==> src/rtl/branch_pkg.sv <==
// Shared types and sizing helpers for the branch resolver slice.
package branch_pkg;

  typedef enum logic {
    IDLE      = 1'b0,
    WAIT_PRED = 1'b1
  } resolver_state_e;

  localparam int unsigned DEF_DEPTH = 4;
  localparam int unsigned DEF_CW    = 16;

  function automatic int unsigned occ_w(input int unsigned depth);
    return $clog2(depth) + 1;
  endfunction

endpackage

==> src/rtl/outcome_fifo.sv <==
// 1-bit in-order FIFO of predicted directions; clear overrides push/pop.
module outcome_fifo
  import branch_pkg::*;
#(
  parameter int unsigned DEPTH = DEF_DEPTH
) (
  input  logic                     clk,
  input  logic                     rst_n,
  input  logic                     push,
  input  logic                     push_data,
  input  logic                     pop,
  input  logic                     clear,
  output logic                     head,
  output logic [$clog2(DEPTH):0]   occupancy,
  output logic                     full,
  output logic                     empty
);

  localparam int unsigned PW = $clog2(DEPTH);
  localparam int unsigned OW = occ_w(DEPTH);

  logic [DEPTH-1:0] mem_q, mem_d;
  logic [PW-1:0]    wr_ptr_q, wr_ptr_d;
  logic [PW-1:0]    rd_ptr_q, rd_ptr_d;
  logic [OW-1:0]    occ_q, occ_d;

  always_comb begin
    mem_d    = mem_q;
    wr_ptr_d = wr_ptr_q;
    rd_ptr_d = rd_ptr_q;
    occ_d    = occ_q;
    if (clear) begin
      wr_ptr_d = '0;
      rd_ptr_d = '0;
      occ_d    = '0;
    end else begin
      if (push) begin
        mem_d[wr_ptr_q] = push_data;
        wr_ptr_d        = wr_ptr_q + PW'(1);
      end
      if (pop) begin
        rd_ptr_d = rd_ptr_q + PW'(1);
      end
      unique case ({push, pop})
        2'b10:   occ_d = occ_q + OW'(1);
        2'b01:   occ_d = occ_q - OW'(1);
        default: occ_d = occ_q;
      endcase
    end
  end

  always_ff @(posedge clk or negedge rst_n) begin
    if (!rst_n) begin
      mem_q    <= '0;
      wr_ptr_q <= '0;
      rd_ptr_q <= '0;
      occ_q    <= '0;
    end else begin
      mem_q    <= mem_d;
      wr_ptr_q <= wr_ptr_d;
      rd_ptr_q <= rd_ptr_d;
      occ_q    <= occ_d;
    end
  end

  assign head      = mem_q[rd_ptr_q];
  assign occupancy = occ_q;
  assign full      = (occ_q == OW'(DEPTH));
  assign empty     = (occ_q == '0);

endmodule

==> src/rtl/branch_resolver.sv <==
// Requests predictions for fetched branches, tracks them in order and
// reports resolved outcomes/mispredicts back to the predictor.
module branch_resolver
  import branch_pkg::*;
#(
  parameter int unsigned DEPTH = DEF_DEPTH,
  parameter int unsigned CW    = DEF_CW
) (
  input  logic                   clk,
  input  logic                   rst_n,
  input  logic                   fetch_valid,
  output logic                   fetch_ready,
  output logic                   pred_valid,
  output logic                   pred_taken,
  input  logic                   ex_valid,
  input  logic                   ex_taken,
  output logic                   request,
  input  logic                   prediction,
  output logic                   result,
  output logic                   taken,
  output logic                   mispredict,
  output logic                   underflow_err,
  output logic [$clog2(DEPTH):0] occupancy,
  output logic [CW-1:0]          branch_count,
  output logic [CW-1:0]          mispredict_count
);

  resolver_state_e state_q, state_d;
  logic pred_valid_q, pred_valid_d;
  logic pred_taken_q, pred_taken_d;
  logic result_q, result_d;
  logic taken_q, taken_d;
  logic mispredict_q, mispredict_d;
  logic underflow_q, underflow_d;
  logic [CW-1:0] branch_count_q, branch_count_d;
  logic [CW-1:0] mispredict_count_q, mispredict_count_d;

  logic fifo_head, fifo_full, fifo_empty;
  logic push, pop, flush;

  outcome_fifo #(.DEPTH(DEPTH)) u_fifo (
    .clk       (clk),
    .rst_n     (rst_n),
    .push      (push),
    .push_data (prediction),
    .pop       (pop),
    .clear     (flush),
    .head      (fifo_head),
    .occupancy (occupancy),
    .full      (fifo_full),
    .empty     (fifo_empty)
  );

  always_comb begin
    fetch_ready        = 1'b0;
    request            = 1'b0;
    state_d            = state_q;
    pop                = ex_valid && !fifo_empty;
    flush              = pop && (fifo_head != ex_taken);
    push               = 1'b0;
    pred_valid_d       = 1'b0;
    pred_taken_d       = 1'b0;
    result_d           = pop;
    taken_d            = pop && ex_taken;
    mispredict_d       = flush;
    underflow_d        = underflow_q || (ex_valid && fifo_empty);
    branch_count_d     = branch_count_q;
    mispredict_count_d = mispredict_count_q;

    unique case (state_q)
      IDLE: begin
        fetch_ready = !fifo_full;
        request     = fetch_valid && fetch_ready;
        // A fetch accepted alongside a flush still requests, but its answer is dropped.
        if (request && !flush) begin
          state_d = WAIT_PRED;
        end
      end
      WAIT_PRED: begin
        push         = !flush;
        pred_valid_d = push;
        pred_taken_d = push && prediction;
        state_d      = IDLE;
      end
      default: state_d = IDLE;
    endcase

    if (pop) begin
      branch_count_d = branch_count_q + CW'(1);
    end
    if (flush) begin
      mispredict_count_d = mispredict_count_q + CW'(1);
    end
  end

  always_ff @(posedge clk or negedge rst_n) begin
    if (!rst_n) begin
      state_q            <= IDLE;
      pred_valid_q       <= 1'b0;
      pred_taken_q       <= 1'b0;
      result_q           <= 1'b0;
      taken_q            <= 1'b0;
      mispredict_q       <= 1'b0;
      underflow_q        <= 1'b0;
      branch_count_q     <= '0;
      mispredict_count_q <= '0;
    end else begin
      state_q            <= state_d;
      pred_valid_q       <= pred_valid_d;
      pred_taken_q       <= pred_taken_d;
      result_q           <= result_d;
      taken_q            <= taken_d;
      mispredict_q       <= mispredict_d;
      underflow_q        <= underflow_d;
      branch_count_q     <= branch_count_d;
      mispredict_count_q <= mispredict_count_d;
    end
  end

  assign pred_valid       = pred_valid_q;
  assign pred_taken       = pred_taken_q;
  assign result           = result_q;
  assign taken            = taken_q;
  assign mispredict       = mispredict_q;
  assign underflow_err    = underflow_q;
  assign branch_count     = branch_count_q;
  assign mispredict_count = mispredict_count_q;

endmodule

==> config.mk <==
export PLATFORM = sky130hd
export DESIGN_NAME = branch_resolver
export DESIGN_NICKNAME = d
export VERILOG_FILES = /design/src/rtl/branch_pkg.sv /design/src/rtl/outcome_fifo.sv /design/src/rtl/branch_resolver.sv
export SDC_FILE = /design/constraint.sdc
export NUM_CORES = 1
export LEC_CHECK = 0
export CORE_UTILIZATION = 34
export CTS_CLUSTER_SIZE = 8
export DETAILED_ROUTE_END_ITERATION = 12
export SYNTH_ARGS = -nofsm -noshare
export SYNTH_HDL_FRONTEND = slang
export SYNTH_SLANG_ARGS = --single-unit
export TNS_END_PERCENT = 1
==> constraint.sdc <==
create_clock -name clk -period 6.1 [get_ports clk]
set_clock_uncertainty 0.15 [all_clocks]
set_input_delay 1.22 -clock clk [delete_from_list [all_inputs] [get_ports clk]]
set_output_delay 1.22 -clock clk [all_outputs]
set_load 0.02 [all_outputs]
==> results by group <==
Placed design
  – Hpwl dp: between 3000 and 4000 µm
  – Port buffer count: between 40 and 50
  – Placed instance area: between 0.003 and 0.004 mm²
  – Gpl congestion: roughly 0.75
  – Pre-CTS WS: around 2000 ps

Flow run
  – Max cap viols: 0

Drt
  – Routed WL: approximately 4900 µm
  – Post-route ant nets: 0
  – Pre-antenna DRT Iters: 4
  – Vias: 1,772
  – WL per Instance: about 13 µm
  – Vias per Instance: roughly 4.8
  – Residual DRC: 0
  – Initial DRC count: 80

Timing
  – Worst Tran Pin Value: 845.0 ps
  – RSZ-0062 raised after global routing: false
  – Final setup violation count: 0
  – Total negative slack: 0 ps
  – Period utilization: 0.6178
  – Final min period: between 3000 and 4000 ps
  – Fmax: ~270 MHz
  – Final slew viol count: 0
  – Setup ws final: 2331 ps
  – Fin. Hold Viols: 0
  – Slew HR: 0.4255

Pwr
  – Peak supply drop: about 150 µV
  – Post-layout power: 1.306 mW
  – Lkg Pwr: approximately 1.4 nW
  – Power per cell area: between 400 and 500 mW/mm²

Clocking
  – CTS H-tree depth: 2
  – Post-CTS setup buffer count: 0
  – Clock-pin slew on the worst setup and hold paths: 90 ps
  – CTS sink cnt: 50
  – Root Buffer: clkbuf_8
  – Hold-fix buffers, CTS: 0
  – TritonCTS buffer count: 5
  – Post_cts resized: 0
  – Maximum clock insertion buffer count: 2
  – CTS tree: yes
  – Clk Latency, worst-skew pair: 290 ps

Synthesis
  – Mapped Cells: ~230
  – Synth area leaders: dfrtp_1 50%, xor2_1 8.4%, ha_1 3.5%, xnor2_1 3.5%, nand2_1 3.4%
  – Synth Register Bits: 50
  – Post-synth net total: 240
  – Synthesized cell area: between 0.002 and 0.003 mm²
  – Netlist cell types: 44
  – Seq/Total Area, Yosys: 0.4990
  – Post-synth top area cell: dfrtp_1
  – Share of the synthesized area in the top cell type: 0.4990
  – Number of synthesis warnings: 0
  – Syn_area_per_cell: between 10 and 15 µm²

Floorplan
  – Die width: around 88 µm
  – DIE AREA: 0.007722 mm²
  – Initial Util: 0.3611
  – IO Count: 49
  – Core area: between 0.006 and 0.007 mm²
  – Die H: ~88 µm
  – Row cnt: 30

GRT
  – Vias in the first global route: 1,655
  – GRT Resource Usage Total: 0.1343
  – Global-route wire length before repair: about 8100 µm
  – Largest net degree at the start of global routing: slightly above 50
  – Antenna violations before repair: 0
  – Gr ovfl total: 0

Finish
  – Fin area: between 0.003 and 0.004 mm²
  – Antenna Cells: 0
  – Share of cells above drive strength 1: 0.1066
  – Layout net count: 284
  – P&R area growth vs syn: 26.35%

Outcome
  – Status: complete, no violations

Worst setup path
  – Crit Path Class: input port to output pin
  – Most frequent cell on the critical path: clkdlybuf4s50_1
  – CP Max Fanout: 2
  – CP startpoint kind: input port
  – CP Data Required Time: 4730 ps
  – Slowest CP cell: clkdlybuf4s50_1
  – Crit-path cells: clkdlybuf4s50_1 -> and2_1 -> clkdlybuf4s50_1
  – CP Data Arrival Time: around 2400 ps
  – Setup crit end kind: output pin
  – Max stage delay on crit path: ~600 ps

Worst hold path
  – Hold crit path type: register to register
-- logic make-up after synthesis --
kind of cell,synth area share
DFF,0.4990
xor gates and xnor gates,0.1188
buffers and inverters,0.03443
AOI/OAI and AO/OA,0.05689
muxes,0.04990
and+or+nand+nor,0.2061
adders and majority gates,0.03493
-- registers in the layout, indices dropped and copies added (netlist names), 2 cells and up --
signal            count
u_fifo.mem_q          4
mispredict_count     16
u_fifo.occupancy      3
u_fifo.rd_ptr_q       2
u_fifo.wr_ptr_q       2
branch_count         16
-- routing by layer --
layer / share of wire / track usage
met1: 0.48 / 0.1828
met3: 0.038 / 0.02922
met5: 0 / 0
met2: 0.48 / 0.2142
met4: 0.0084 / 0.04024
-- metrics by stage --
step | cells | utilization | hold slack (ps)
floorplan | 227 | - | 329.9
global placement | 360 | 0.4405 | 293.8
detailed placement | 360 | 0.4405 | 298.2
CTS | 368 | 0.4562 | 323.9
global route | 368 | 0.4562 | 329.6
finish | 368 | 0.4562 | 317.2
-- power by group --
part	total [mW]	internal, mW	switching (mW)
combinational	0.554	0.253	0.301
clock	0.227	0.121	0.106
sequential	0.525	0.414	0.110
total	1.31	0.789	0.518
-- synthesized netlist by cell type (all sizes together) --
| library cell | instances |
|---|---|
| a211oi | 1 |
| a21o | 1 |
| a21oi | 2 |
| a31oi | 2 |
| a32oi | 1 |
| and2 | 3 |
| and3 | 2 |
| and3b | 1 |
| and4 | 4 |
| buf | 8 |
| clkbuf | 6 |
| dfrtp | 50 |
| ha | 7 |
| inv | 3 |
| mux2 | 6 |
| mux2i | 5 |
| nand2 | 23 |
| nand2b | 2 |
| nand3 | 11 |
| nand3b | 1 |
| nand4 | 6 |
| nor2 | 8 |
| nor2b | 4 |
| nor3 | 9 |
| nor3b | 1 |
| nor4 | 9 |
| nor4b | 1 |
| o2111ai | 1 |
| o211ai | 2 |
| o21ai | 5 |
| o311a | 4 |
| o31ai | 1 |
| or2 | 1 |
| or3 | 1 |
| or3b | 1 |
| xnor2 | 10 |
| xor2 | 24 |
-- cells in the final DEF (no fill, tap or decap), types with 4 or more instances in the layout --
cell             count
and4_1               4
clkbuf_8             5
clkdlybuf4s50_1     47
dfrtp_1             50
ha_1                 7
mux2_2               4
mux2i_1              4
nand2_1             23
nand3_1             11
nand4_1              6
nor2_1               8
nor2b_1              4
nor3_1               6
nor4_1               6
o21ai_0              5
o311a_1              4
xnor2_1             10
xor2_1              24
-- worst max-delay path, delay by kind of cell --
family / cells / cell delay (ps)
AND/OR/NAND/NOR: 1 / 130
buffers and inverters: 2 / 1040
-- layout make-up --
cell class	instances	area (µm²)
fill	639	3776
sequential	50	1251
multi-input combinational	160	1179
timing repair buffer	51	498.0
tap	96	120.1
clock buffer	5	68.82
clock inverter	3	40.04
inverter	3	11.26
-- final timing paths --
| check | from | endpoint | slack, ps | cells past startpoint |
|---|---|---|---|---|
| setup / recovery | fetch_valid | request | 2330 | 3 |
| hold / removal | branch_count[15] | branch_count[15] | 320 | 1 |
| setup reg to reg | u_fifo.rd_ptr_q[1] | u_fifo.occupancy[2] | 3250 | 9 |
| hold reg to reg | branch_count[15] | branch_count[15] | 320 | 1 |
| max in group asynchronous | rst_n | mispredict_count[9] | 4520 | 2 |
| min in group asynchronous | rst_n | branch_count[10] | 850 | 2 |
Note: power is estimated with default switching activity, not from simulation.
